===== config.mk =====
export PLATFORM = sky130hd
export DESIGN_NAME = rl_infer_sequencer_flat
export DESIGN_NICKNAME = d
export VERILOG_FILES = /design/src/rtl/rl_infer_sequencer_if.sv /design/src/rtl/rl_infer_sequencer.sv /design/src/flat_wrapper.sv
export SDC_FILE = /design/constraint.sdc
export NUM_CORES = 1
export LEC_CHECK = 0
export ABC_AREA = 1
export CAP_MARGIN = 0
export CORE_AREA = 5 5 423 425
export DETAILED_ROUTE_END_ITERATION = 8
export DIE_AREA = 0 0 428 430
export PLACE_DENSITY = 0.32
export SYNTH_ARGS = -nofsm -noshare
export SYNTH_HDL_FRONTEND = slang
export SYNTH_SLANG_ARGS = --single-unit
export TNS_END_PERCENT = 10

===== constraint.sdc =====
create_clock -name clk -period 3.5 [get_ports clk]
set_input_delay 0.7 -clock clk [delete_from_list [all_inputs] [get_ports clk]]
set_output_delay 0.7 -clock clk [all_outputs]
set_load 0.1 [all_outputs]

===== src/rtl/rl_infer_sequencer_if.sv =====
// rl_infer_sequencer_if: request and action handshakes between the game FSM,
// the action consumer and the inference sequencer.
//   master : game FSM / consumer side (offers snapshots, accepts actions)
//   slave  : sequencer side
interface rl_infer_sequencer_if #(
  parameter int IN_DIM = 33
) ();

  // Request channel: one game-state snapshot per transfer.
  logic                   req_valid;
  logic                   req_ready;
  logic [IN_DIM-1:0][15:0] req_vec;

  // Action channel: one selected action per transfer.
  logic                   act_valid;
  logic                   act_ready;
  logic [3:0]             act_out;

  modport master (
    output req_valid, req_vec, act_ready,
    input  req_ready, act_valid, act_out
  );

  modport slave (
    input  req_valid, req_vec, act_ready,
    output req_ready, act_valid, act_out
  );

endinterface


===== src/rtl/rl_infer_sequencer.sv =====
// rl_infer_sequencer: turn-level controller for the RL_model datapath.
// Freezes a game-state snapshot, pulses the datapath start, waits for done
// and hands the (range-checked) action to the consumer.
// Optional feature: define RL_SEQ_WATCHDOG_EN to build the WAIT watchdog that
// substitutes DEFAULT_ACTION after TIMEOUT_CYCLES cycles without done. With the
// macro undefined WAIT leaves only on infer_done or abort and timeout is 0.
module rl_infer_sequencer #(
  parameter int IN_DIM         = 33,
  parameter int NUM_ACTIONS    = 10,
  parameter int DEFAULT_ACTION = 0,
  parameter int TIMEOUT_CYCLES = 4096
) (
  input  logic                    clk,
  input  logic                    rst_n,
  input  logic                    abort,
  rl_infer_sequencer_if.slave     bus,
  output logic [IN_DIM-1:0][15:0] infer_vec,
  output logic                    infer_start,
  input  logic                    infer_done,
  input  logic [3:0]              infer_action,
  output logic                    timeout,
  output logic                    bad_action,
  output logic                    busy,
  output logic [15:0]             infer_count
);

  localparam logic [4:0] NUM_ACT_L = 5'(NUM_ACTIONS);
  localparam logic [3:0] DEF_ACT   = 4'(DEFAULT_ACTION);

  if (TIMEOUT_CYCLES < 2) begin : g_bad_timeout
    $error("rl_infer_sequencer: TIMEOUT_CYCLES must be at least 2");
  end

  typedef enum logic [1:0] {
    S_IDLE,
    S_START,
    S_WAIT,
    S_HOLD
  } state_t;

  state_t     state_q, state_d;
  logic       accept;
  logic       done_hit;
  logic       wd_expire;
  logic       action_legal;
  logic [3:0] act_out_q;
  logic       bad_q;

  // Abort blocks acceptance in the same cycle, so ready drops with it.
  assign bus.req_ready = (state_q == S_IDLE) && !abort;
  assign accept        = bus.req_valid && bus.req_ready;
  // infer_done only counts in WAIT; a stale level seen in START is discarded.
  assign done_hit      = (state_q == S_WAIT) && infer_done && !abort;
  assign action_legal  = {1'b0, infer_action} < NUM_ACT_L;

  assign bus.act_valid = (state_q == S_HOLD);
  assign bus.act_out   = act_out_q;
  assign infer_start   = (state_q == S_START);
  assign busy          = (state_q != S_IDLE);
  assign bad_action    = bad_q;

`ifdef RL_SEQ_WATCHDOG_EN
  localparam int               CNT_W   = $clog2(TIMEOUT_CYCLES);
  localparam logic [CNT_W-1:0] WD_LAST = CNT_W'(TIMEOUT_CYCLES - 1);

  logic [CNT_W-1:0] wd_cnt;
  logic             timeout_q;

  // Done has priority over expiry when both land in the same cycle.
  assign wd_expire = (state_q == S_WAIT) && !infer_done && !abort &&
                     (wd_cnt == WD_LAST);
  assign timeout   = timeout_q;

  // Watchdog counter: cleared on accept, advances once per WAIT cycle.
  always_ff @(posedge clk or negedge rst_n) begin
    if (!rst_n) begin
      wd_cnt <= '0;
    end else if (accept) begin
      wd_cnt <= '0;
    end else if ((state_q == S_WAIT) && !abort) begin
      wd_cnt <= wd_cnt + 1'b1;
    end
  end

  // Sticky timeout flag: set on expiry, cleared by the next accepted request.
  always_ff @(posedge clk or negedge rst_n) begin
    if (!rst_n) begin
      timeout_q <= 1'b0;
    end else if (accept) begin
      timeout_q <= 1'b0;
    end else if (wd_expire) begin
      timeout_q <= 1'b1;
    end
  end
`else
  assign wd_expire = 1'b0;
  assign timeout   = 1'b0;
`endif

  // State register.
  always_ff @(posedge clk or negedge rst_n) begin
    // NOTE: non-blocking assignments in clocked blocks, so every register
    // samples the values from before the edge regardless of block order.
    if (!rst_n) begin
      state_q <= S_IDLE;
    end else begin
      state_q <= state_d;
    end
  end

  // Next-state logic; abort overrides every transition.
  always_comb begin
    // NOTE: default assigned first so no path leaves state_d unassigned,
    // which would otherwise infer a latch.
    state_d = state_q;
    if (abort) begin
      state_d = S_IDLE;
    end else begin
      unique case (state_q)
        S_IDLE:  if (accept) state_d = S_START;
        S_START: state_d = S_WAIT;
        S_WAIT:  if (done_hit || wd_expire) state_d = S_HOLD;
        S_HOLD:  if (bus.act_ready) state_d = S_IDLE;
        default: state_d = S_IDLE;
      endcase
    end
  end

  // Snapshot, action register, bad-action flag and inference counter.
  always_ff @(posedge clk or negedge rst_n) begin
    if (!rst_n) begin
      // NOTE: the snapshot is reset even though it is wide, because it drives
      // the datapath input directly and must read as zeros out of reset.
      infer_vec   <= '0;
      act_out_q   <= '0;
      bad_q       <= 1'b0;
      infer_count <= '0;
    end else begin
      if (accept) begin
        infer_vec <= bus.req_vec;
        bad_q     <= 1'b0;
      end
      if (done_hit) begin
        act_out_q <= action_legal ? infer_action : DEF_ACT;
        bad_q     <= !action_legal;
        if (infer_count != 16'hFFFF) begin
          infer_count <= infer_count + 16'd1;
        end
      end else if (wd_expire) begin
        act_out_q <= DEF_ACT;
      end
    end
  end

endmodule


===== src/flat_wrapper.sv =====
// flat-port wrapper written by rule: the top's interface ports become plain ports
module rl_infer_sequencer_flat 
#(
  parameter int IN_DIM         = 33,
  parameter int NUM_ACTIONS    = 10,
  parameter int DEFAULT_ACTION = 0,
  parameter int TIMEOUT_CYCLES = 4096
)
  (clk, rst_n, abort, infer_vec, infer_start, infer_done, infer_action, timeout, bad_action, busy, infer_count, bus_req_valid, bus_req_vec, bus_act_ready, bus_req_ready, bus_act_valid, bus_act_out);
  rl_infer_sequencer_if #(.IN_DIM(IN_DIM)) bus_i ();
  input  logic clk;
  input  logic rst_n;
  input  logic abort;
  output logic [IN_DIM-1:0][15:0] infer_vec;
  output logic infer_start;
  input  logic infer_done;
  input  logic [3:0] infer_action;
  output logic timeout;
  output logic bad_action;
  output logic busy;
  output logic [15:0] infer_count;
  input wire logic [$bits(bus_i.req_valid)-1:0] bus_req_valid;
  input wire logic [$bits(bus_i.req_vec)-1:0] bus_req_vec;
  input wire logic [$bits(bus_i.act_ready)-1:0] bus_act_ready;
  output wire logic [$bits(bus_i.req_ready)-1:0] bus_req_ready;
  output wire logic [$bits(bus_i.act_valid)-1:0] bus_act_valid;
  output wire logic [$bits(bus_i.act_out)-1:0] bus_act_out;
  assign bus_i.req_valid = bus_req_valid;
  assign bus_i.req_vec = bus_req_vec;
  assign bus_i.act_ready = bus_act_ready;
  assign bus_req_ready = bus_i.req_ready;
  assign bus_act_valid = bus_i.act_valid;
  assign bus_act_out = bus_i.act_out;
  rl_infer_sequencer #(.IN_DIM(IN_DIM), .NUM_ACTIONS(NUM_ACTIONS), .DEFAULT_ACTION(DEFAULT_ACTION), .TIMEOUT_CYCLES(TIMEOUT_CYCLES)) u_core (.clk(clk), .rst_n(rst_n), .abort(abort), .bus(bus_i), .infer_vec(infer_vec), .infer_start(infer_start), .infer_done(infer_done), .infer_action(infer_action), .timeout(timeout), .bad_action(bad_action), .busy(busy), .infer_count(infer_count));
endmodule

[After elaboration in Yosys (flattened, before gate mapping)]
Index checks and enable logic that the tools add are counted.
Storage, ports and cells
  bits in registers: 551
  input bits: 538
  output and inout bits: 554
  logic and storage cells: 65
Operators by class
  $add $sub $neg: 1
  magnitude comparators: 1
  equality and inequality tests: 7
  muxes and demuxes: 8
  reduce and logical (&&, ||, !) cells: 11
Operators with widths (number)
  16-bit by 1-bit adder with 16-bit output, second input constant: 1
  16-bit inequality test, second input constant: 1
  2-bit 2-to-1 mux: 4
  2-bit one-hot mux with 4 select lines: 1
  3-bit by 2-bit inequality test with 1-bit output, second input constant: 2
  2-bit == test, second input constant: 2
  1-bit logical AND: 4
  4-bit less-than comparator, second input constant: 1
  4-bit 2-to-1 mux: 1
  2-bit nonzero test: 2
  3-bit inequality test, second input constant: 1
  3-bit AND reduction: 1
  2-bit by 1-bit == test with 1-bit output, second input constant: 1
  1-bit zero test: 2
  2-bit zero test: 1
  1-bit 2-to-1 mux: 2
  2-bit AND reduction: 1

[Longest topological paths before layout]
Gate-level depths: netlist (run 1).
  depth after elaboration: 6
  depth in mapped cells: 9
  gate-level depth less buffers: 9

[Least setup slack after synthesis (run 1)]
OpenSTA, ideal clock, no wires.
  kind: register to register
  start: register u_core.state_q[0]
  end: register u_core.infer_vec[106] (netlist bit)
  library setup time: 0.126 ns
  arrival time: 2.500 ns
  data required time: 3.374 ns
  path slack: 0.874 ns
  cell stages (with the launch flop): 9
  buffers on the path: 2
  period minus slack after synthesis: 2.626 ns
  path through: dfrtp_1 > inv_1 > ha_1 > inv_1 > nor2_4 > nand2_4 > buf_6 > clkbuf_8 > mux2_2
Between the ends
  longest elaborated chain between the ends: 3
Ends and longest elaborated chain
  start: declaration: line rl_infer_sequencer.sv:41  | state_t state_q, state_d;
  start signal: assignment: line rl_infer_sequencer.sv:107  | state_q <= state_d;
  2-bit zero test: line rl_infer_sequencer.sv:50  | assign bus.req_ready = (state_q == S_IDLE) && !abort;
  1-bit logical AND: line rl_infer_sequencer.sv:50
  net bus_req_ready: line flat_wrapper.sv:25  | output wire logic [$bits(bus_i.req_ready)-1:0] bus_req_ready;
  1-bit logical AND: line rl_infer_sequencer.sv:51  | assign accept = bus.req_valid && bus.req_ready;
  end signal: assignment: line rl_infer_sequencer.sv:140  | infer_vec <= bus.req_vec;
  end: declaration: line rl_infer_sequencer.sv:17  | output logic [IN_DIM-1:0][15:0] infer_vec,
The timed path passes the listed nets, and every way through them passes these cells.
A chain may end at the register's enable or synchronous reset.

[Worst setup path in the final report (run 1)]
  start: register u_core.infer_vec[170] (netlist bit)
  end: output infer_vec[170] (netlist bit)
RTL lines
  end: declaration: line flat_wrapper.sv:14  | output logic [IN_DIM-1:0][15:0] infer_vec;
No word-level cell between the ends.

==> results of run 1 <==
cell usage after synthesis (all sizes together):
cell    instances
dfrtp         551
mux2          528
nand2          70
clkbuf         35
buf            26
nor2           23
inv            20
o21ai          16
nand3          14
ha              6
nand4           4
xnor2           4
nand3b          2
conb            1
o211ai          1
xor2            1
cell type report:
class	instances	area, sq um
multi-input combinational	670	6640
antenna	31	77.6
clock buffer	126	2480
fill	18900	138000
tap	2340	2930
clock inverter	19	225
sequential	551	13800
timing repair buffer	1132	10600
inverter	20	75.1
stage by stage:
| step | hold slack (ns) | worst slack [ns] | utilization | area (sq um) | cells |
|---|---|---|---|---|---|
| floorplan | 0.404 | 0.874 | - | 21200 | 1302 |
| finish | 0.483 | 0.545 | 0.210 | 36800 | 4889 |
| global route | 0.511 | 0.460 | 0.210 | 36800 | 4877 |
| CTS | 0.489 | 0.457 | 0.210 | 36700 | 4858 |
| global placement | 0.477 | 0.714 | 0.194 | 34000 | 4712 |
| detailed placement | 0.473 | 0.693 | 0.194 | 34000 | 4712 |
layer usage:
layer  wire, microns  share of wire  global-route usage  up-vias
met5              56        0.00045                   0        -
met4            3290          0.026              0.0493        8
met3           11400          0.091              0.0563      186
met2           64900           0.52               0.229      610
met1           45600           0.36               0.141     8086
li1                -              -                   -     6901
state kept, by name (all words and copies together) (netlist names):
register            count
u_core.infer_count     16
u_core.state_q          2
u_core.bus.act_out      4
u_core.infer_vec      528
u_core.bad_action       1
kinds of logic (layout without fill, tap and decap cells):
group	after synthesis	count (layout)	synth area share
DFF	551	551	0.649
muxes	528	528	0.280
and+or+nand+nor	113	113	0.0224
buffers and inverters	81	1297	0.0389
AOI/OAI and AO/OA	17	17	0.00412
adders and majority gates	6	6	0.00353
xor gates and xnor gates	5	5	0.00206
other	1	32	0.000176
how the worst min path moves through the flow:
stage                     startpoint                     to  slack [ns]  cells past startpoint
4_1_cts        u_core.bus.act_out[3]  u_core.bus.act_out[3]        0.49                      2
3_3_place_gp   u_core.bus.act_out[3]  u_core.bus.act_out[3]        0.48                      2
3_5_place_dp   u_core.bus.act_out[3]  u_core.bus.act_out[3]        0.47                      2
5_1_grt        u_core.infer_vec[106]  u_core.infer_vec[106]        0.51                      1
6_report       u_core.bus.act_out[3]  u_core.bus.act_out[3]        0.48                      2
2_1_floorplan                  rst_n      u_core.bad_action        0.40                      0
what timing repair did:
| item | in CTS | in global routing |
|---|---|---|
| gates resized for setup | 0 | 0 |
| hold buffers | 1 | 0 |
| endpoints found under the hold margin | 37 | 0 |
==> metrics.md, run 1 <==
| Metric | Value |
|---|---|
| Yosys Warn Count | 0 |
| Die width | 428 microns |
| Worst R2R End | u_core.infer_vec[128] |
| Maximum root-to-sink buffer count | 3 |
| Final worst-path cycle share | 0.844 |
| Pre-Repair DR Iteration Count | 6 |
| Worst setup startpoint | u_core.infer_vec[170] |
| Sink Count | 551 |
| CP max stage delay | 1.22 ns |
| Top cell type by total area after synthesis | dfrtp_1 |
| Hold Crit Class | flop to flop |
| First-pass GRT wire length | 166 mm |
| Arr. time, crit path | 2.25 ns |
| Crit path max-delay cell type | clkdlybuf4s50_1 |
| Crit path launch type | flop |
| CP Depth | 1 |
| Crit path max-delay family | buffers and inverters |
| Share of Yosys cell area claimed by the top area cell type | 0.649 |
| CTS Buf Count | 80 |
| Gr ovfl total | 0 |
| Layout cells sized above 1 | 0.417 |
| Worst-Margin Slew | 1.11 ns |
| Reg clk slew, reported paths | 0.06 ns |
| Fin Setup TNS | 0 ns |
| Worst Clk Skew | 0.0361 ns |
| Vias per cell | 3.23 |
| GPL Wtd Cong | 0.837 |
| RSZ-0062 raised after global routing | false |
| Most common cell after layout, fill and taps aside | clkdlybuf4s50_1 |
| FF-to-FF path depth | 7 |
| Synthesized instance count | 1302 |
| FF+latch count, synth | 551 |
| CP Data Required Time | 2.80 ns |
| Mapped Avg Cell Area | 16.3 sq um |
| Max-slew violation count | 0 |
| Post-Syn Area | 0.0212 sq mm |
| Fin. Hold Viols | 0 |
| Number of global-route vias before repair | 17500 |
| CTS Root Cell | clkbuf_16 |
| Post-CTS Setup Bufs | 0 |
| Pin count of the biggest net entering global routing | 95 |
| Post-route ant nets | 0 |
| F_max | 338 MHz |
| Total number of vias | 15800 |
| Crit path capture type | output pin |
| DRT iter0 DRCs | 471 |
| H-tree depth | 3 |
| I/O Pins | 1092 |
| Buffers and inverters on the worst path | 1 |
| Initial antenna violation count | 72 |
| TritonCTS clock tree | built |
| Clock latency at the later pin of the worst-skew pair | 0.68 ns |
| Initial Util | 0.121 |
| DRC | 0 |
| Critical path class | flop to output pin |
| Slew headroom | 0.255 |
| DRT Wirelength | 125 mm |
| CORE AREA | 0.175 sq mm |
| Layout area overhead | 73.2% |
| Dpl hpwl | 105 mm |
| Wire per inst | 25.6 microns |
| Setup crit end | infer_vec[170] |
| Status | completed |
| Rows | 154 |
| Max_cap viols | 0 |
| Crit path max fanout | 2 |
| Total track usage | 0.131 |
| Reg-to-reg setup timing slack | 1.19 ns |
| Die area | 0.184 sq mm |
| Nets | 2999 |
| Net count after synthesis | 1846 |
| Final setup viols | 0 |
| Synth area leaders | dfrtp_1 (65%), mux2_2 (28%), clkbuf_8 (2.3%), nand2_1 (1.2%), buf_6 (1.2%) |
| CP Cell Sequence | clkdlybuf4s50_1 |
| Die H | 430 microns |
| Worst r2r src | u_core.state_q[0] |
| Synth unique cells | 21 |
| Commonest cells after routing, fill and taps aside | clkdlybuf4s50_1 (737), dfrtp_1 (551), mux2_2 (528) |
| Tmin final | 2.95 ns |
| Register area share after synthesis | 0.649 |
| I/O Buffers | 1090 |
Power of run 1 is left out: the tool's default activity adds up to more than one toggle a clock period on the data nets, which glitch-free logic cannot reach.
==> run 2, diff against run 1 <==
==> constraint.sdc (replaced) <==
create_clock -name clk -period 3.05 [get_ports clk]
set_input_delay 0.61 -clock clk [delete_from_list [all_inputs] [get_ports clk]]
set_output_delay 0.61 -clock clk [all_outputs]
set_load 0.1 [all_outputs]
==> metrics.md, run 2 (synthesis results as in run 1) <==
| Metric | Value |
|---|---|
| Maximum root-to-sink buffer count | 3 (unchanged) |
| Crit path capture type | output pin |
| Slew headroom | 0.547 (+0.292) |
| DRC | 0 (unchanged) |
| RSZ-0062 raised after global routing | false |
| WHS | 0.496 ns (+0.0131 ns) |
| Reg clk slew, reported paths | 0.06 ns (about the same) |
| F_max | 400 MHz |
| Post-cts sizing count | 0 (unchanged) |
| DRT iter0 DRCs | 547 (+16%) |
| DRT Wirelength | 124 mm (-0.88%) |
| Worst Clk Skew | 0.0301 ns (-0.00602 ns) |
| Max reg flops | 528 (unchanged) |
| First-pass GRT wire length | 165 mm (-0.67%) |
| Final setup viols | 0 (unchanged) |
| CTS Buf Count | 81 (+1.3%) |
| Nets | 3009 (+0.33%) |
| Layout cells sized above 1 | 0.496 (+0.0790) |
| Rows | 154 (unchanged) |
| Wire per inst | 25.4 microns (-0.74%) |
| Clock latency at the later pin of the worst-skew pair | 0.70 ns (+0.02 ns) |
| Hold Crit Class | flop to flop |
| CORE AREA | 0.175 sq mm (unchanged) |
| Number of global-route vias before repair | 17600 (+0.38%) |
| Gr ovfl total | 0 (unchanged) |
| Total track usage | 0.130 (-0.00102) |
| I/O Pins | 1092 (unchanged) |
| Worst-Margin Slew | 0.679 ns (-0.434 ns) |
| CTS Root Cell | clkbuf_16 |
| Sink Count | 551 (unchanged) |
| Critical path class | flop to output pin |
| Status | completed |
| Fin Setup TNS | 0 ns (unchanged) |
| GPL Wtd Cong | 0.823 (-1.6%) |
| CP Data Required Time | 2.44 ns (-0.36 ns) |
| H-tree depth | 3 (unchanged) |
| Final non-filler cell total | 4882 (-0.14%) |
| Die H | 430 microns (unchanged) |
| Initial antenna violation count | 63 (-13%) |
| Layout area overhead | 70.4% |
| Fin. Hold Viols | 0 (unchanged) |
| Placed cells | 4721 (+0.19%) |
| Top reg by flops | u_core.infer_vec |
| Dpl hpwl | 104 mm (-0.44%) |
| Max-slew violation count | 0 (unchanged) |
| Die width | 428 microns (unchanged) |
| Crit path launch type | flop |
| Final worst-path cycle share | 0.820 |
| Pin count of the biggest net entering global routing | 85 (-11%) |
| Pre-Repair DR Iteration Count | 4 (-2) |
| TritonCTS clock tree | built |
| Initial Util | 0.121 (unchanged) |
| I/O Buffers | 1090 (unchanged) |
| Post-route ant nets | 0 (unchanged) |
| Arr. time, crit path | 1.89 ns (-0.36 ns) |
| Crit path max fanout | 4 (+2) |
| Tmin final | 2.50 ns |
| Die area | 0.184 sq mm (unchanged) |
| Vias per cell | 3.22 (-0.23%) |
| Total number of vias | 15700 (-0.37%) |
| Max_cap viols | 0 (unchanged) |
| Commonest cells after routing, fill and taps aside | buf_4 (586), dfrtp_1 (551), clkdlybuf4s50_1 (536) |
| Most common cell after layout, fill and taps aside | buf_4 |
==> run 2: cell count changes in the layout (fill, tap and decap cells not counted) <==
cell	change
clkbuf_16	-3
diode_2	-9
inv_16	+2
clkdlybuf4s50_1	-201
clkinv_4	-1
buf_4	+211
bufinv_16	+1
clkbuf_1	+3
clkinv_16	+1
clkinv_8	+2
inv_6	+1
clkbuf_8	-13
buf_12	-1
==> run 2: metal layers <==
| layer | track usage | wire (microns) | vias up |
|---|---|---|---|
| met3 | 0.0487 | 9370 | 197 |
| met1 | 0.147 | 47500 | 8003 |
| met4 | 0.0498 | 3570 | 4 |
| met5 | 0 | 23 | - |
| met2 | 0.224 | 63600 | 619 |
| li1 | - | - | 6909 |
==> run 2: repair_timing <==
| action | 4_1_cts | 5_1_grt |
|---|---|---|
| hold buffers | 1 | 0 |
| endpoints found under the hold margin | 29 | 0 |
| endpoints found under the setup margin | 0 | 0 |
| buffers inserted | 0 | 0 |
==> run 2: stage by stage <==
step	worst slack (ns)	area (sq um)	utilization
floorplan	0.424	21200	-
global placement	0.507	33600	0.192
detailed placement	0.481	33600	0.192
CTS	0.444	36200	0.207
global route	0.395	36200	0.207
finish	0.549	36200	0.207
==> run 2: area by class of cell <==
| cell class | instances | area (sq um) |
|---|---|---|
| sequential | 551 | 13800 |
| antenna | 22 | 55.1 |
| inverter | 20 | 75.1 |
| timing repair buffer | 1141 | 10100 |
| multi-input combinational | 670 | 6640 |
| fill | 19000 | 139000 |
| clock buffer | 113 | 2240 |
| clock inverter | 25 | 358 |
| tap | 2340 | 2930 |
==> run 2: worst max-delay path, cell delays in order, from the launching register on <==
cell and delay, ns:
dfrtp_1 0.43, inv_1 0.13, ha_1 0.18, inv_1 0.08, nor2_4 0.18, buf_12 0.20
==> run 2: final timing paths <==
path,slack [ns],from,cells past startpoint,endpoint
max in group asynchronous,1.53,rst_n,3,u_core.infer_vec[476]
min in group asynchronous,0.54,rst_n,2,u_core.infer_vec[84]
worst max register to register,0.85,u_core.state_q[0],8,u_core.infer_vec[36]
worst max-delay path,0.55,u_core.state_q[0],5,bus_req_ready
worst min register to register,0.50,u_core.bus.act_out[1],2,u_core.bus.act_out[1]
worst min-delay path,0.50,u_core.bus.act_out[1],2,u_core.bus.act_out[1]
Power of run 2 is left out for the same reason.
==> run 3, diff against run 2 <==
--- a/config.mk
+++ b/config.mk
@@ -10,7 +10,7 @@
 export CORE_AREA = 5 5 423 425
 export DETAILED_ROUTE_END_ITERATION = 8
 export DIE_AREA = 0 0 428 430
-export PLACE_DENSITY = 0.32
+export PLACE_DENSITY = 0.33
 export SYNTH_ARGS = -nofsm -noshare
 export SYNTH_HDL_FRONTEND = slang
 export SYNTH_SLANG_ARGS = --single-unit
==> constraint.sdc (replaced) <==
create_clock -name clk -period 2.3 [get_ports clk]
set_input_delay 0.46 -clock clk [delete_from_list [all_inputs] [get_ports clk]]
set_output_delay 0.46 -clock clk [all_outputs]
set_load 0.1 [all_outputs]
==> metrics.md, run 3 (synthesis results as in run 1) <==
| Metric | Value |
|---|---|
| Status | completed |
| F_max | 465 MHz |
| Pre-Repair DR Iteration Count | 4 (unchanged) |
| RSZ-0062 raised after global routing | false |
| Crit path max-delay cell type | dfrtp_1 |
| Total track usage | 0.124 (-0.00630) |
| Sink Count | 551 (unchanged) |
| WL met3 | 12.7 mm (+35%) |
| Total number of vias | 15700 (-0.12%) |
| DRC | 0 (unchanged) |
| GPL Wtd Cong | 0.853 (+3.6%) |
| Final worst-path cycle share | 0.935 |
| Die width | 428 microns (unchanged) |
| CP Cell Sequence | buf_4, ha_1, buf_4 |
| Pin count of the biggest net entering global routing | 61 (-28%) |
| Final setup viols | 0 (unchanged) |
| Crit path max fanout | 3 (-1) |
| CP dominant cell by count | buf_4 |
| Initial Util | 0.121 (unchanged) |
| Maximum root-to-sink buffer count | 3 (unchanged) |
| Met1 WL | 41.9 mm (-12%) |
| Worst setup startpoint | u_core.state_q[0] |
| Fill cells | 18900 (-0.62%) |
| Reg clk slew, reported paths | 0.06 ns (about the same) |
| DRT Wirelength | 118 mm (-4.9%) |
| I/O Buffers | 1090 (unchanged) |
| Worst Clk Skew | 0.0155 ns (-0.0146 ns) |
| Gr ovfl total | 0 (unchanged) |
| Tmin final | 2.15 ns |
| Commonest cells after routing, fill and taps aside | buf_4 (599), dfrtp_1 (551), clkdlybuf4s50_1 (536) |
| Max-slew violation count | 0 (unchanged) |
| Rows | 154 (unchanged) |
| CTS Root Cell | clkbuf_16 |
| Layout cells sized above 1 | 0.507 (+0.0110) |
| Die area | 0.184 sq mm (unchanged) |
| Top sig layer | met5 |
| Fin. Hold Viols | 0 (unchanged) |
| Die H | 430 microns (unchanged) |
| Worst r2r src | u_core.state_q[1] |
| CTS Buf Count | 79 (-2.5%) |
| TritonCTS clock tree | built |
| Most common cell after layout, fill and taps aside | buf_4 |
| CORE AREA | 0.175 sq mm (unchanged) |
| DRT iter0 DRCs | 614 (+12%) |
| Dpl hpwl | 98.7 mm (-5.1%) |
| Max_cap viols | 0 (unchanged) |
| Wire per inst | 24.1 microns (-5.3%) |
| Max reg flops | 528 (unchanged) |
| Hold Crit Class | input pin to async pin |
| Initial antenna violation count | 67 (+6.3%) |
| Post-route ant nets | 0 (unchanged) |
| Number of global-route vias before repair | 17500 (-0.51%) |
| H-tree depth | 3 (unchanged) |
| First-pass GRT wire length | 158 mm (-4.0%) |
| Vias per cell | 3.21 (-0.53%) |
| CP Data Required Time | 1.84 ns (-0.60 ns) |
| Crit path launch type | flop |
| I/O Pins | 1092 (unchanged) |
| Nets | 3029 (+0.66%) |
| Layout area overhead | 72.0% |
| Top reg by flops | u_core.infer_vec |
| Critical path class | flop to output pin |
| CP max stage delay | 0.39 ns (-0.04 ns) |
| Arr. time, crit path | 1.69 ns (-0.20 ns) |
| WL met2 | 59.1 mm (-7.2%) |
| Fin Setup TNS | 0 ns (unchanged) |
| Crit path capture type | output pin |
| Clock latency at the later pin of the worst-skew pair | 0.68 ns (-0.02 ns) |
run 3: cell type report:
| type | instances | area [sq um] | share of cell area |
|---|---|---|---|
| multi-input combinational | 670 | 6650 | 0.182 |
| sequential | 551 | 13800 | 0.377 |
| antenna | 20 | 50.0 | 0.00137 |
| inverter | 20 | 75.1 | 0.00205 |
| tap | 2340 | 2930 | 0.0801 |
| clock inverter | 32 | 380 | 0.0104 |
| clock buffer | 106 | 2270 | 0.0621 |
| timing repair buffer | 1163 | 10400 | 0.285 |
run 3: worst paths after layout:
path	endpoint	slack (ns)	cells past startpoint
max reg2reg	u_core.infer_vec[483]	0.29	9
max	bus_act_valid	0.15	3
min	u_core.infer_vec[27]	0.31	2
min in group clk	u_core.infer_vec[180]	0.38	2
min reg2reg	u_core.bus.act_out[3]	0.49	2
max in group asynchronous	u_core.infer_vec[203]	1.02	4
run 3: layer usage:
layer | GRT usage | vias up
li1 | - | 6930
met1 | 0.132 | 7862
met2 | 0.210 | 670
met3 | 0.0590 | 223
met4 | 0.0547 | 28
met5 | 0 | -
run 3: critical path, delay by kind of cell (launching register included):
| kind | cells | cell delay (ns) |
|---|---|---|
| fa+ha+maj | 1 | 0.21 |
| buf+inv | 2 | 0.39 |
| flops | 1 | 0.39 |
run 3: what timing repair did:
action | 4_1_cts | 5_1_grt
endpoints found under the setup margin | 2 | 1
hold endpoints to repair | 139 | 0
resized for setup | 5 | 0
setup buffers | 4 | 0
hold buffers | 1 | 0
pin swaps | 1 | 1
run 3: through the flow:
stage,cells,hold WS (ns),worst slack (ns),area (sq um),utilization
floorplan,1302,0.164,-0.326,21200,-
CTS,4882,0.230,0.00946,36500,0.209
detailed placement,4740,0.394,-0.0593,33800,0.193
global placement,4740,0.390,-0.0301,33800,0.193
finish,4902,0.307,0.150,36600,0.209
global route,4896,0.260,0.0208,36500,0.209
Power of run 3 is left out for the same reason.
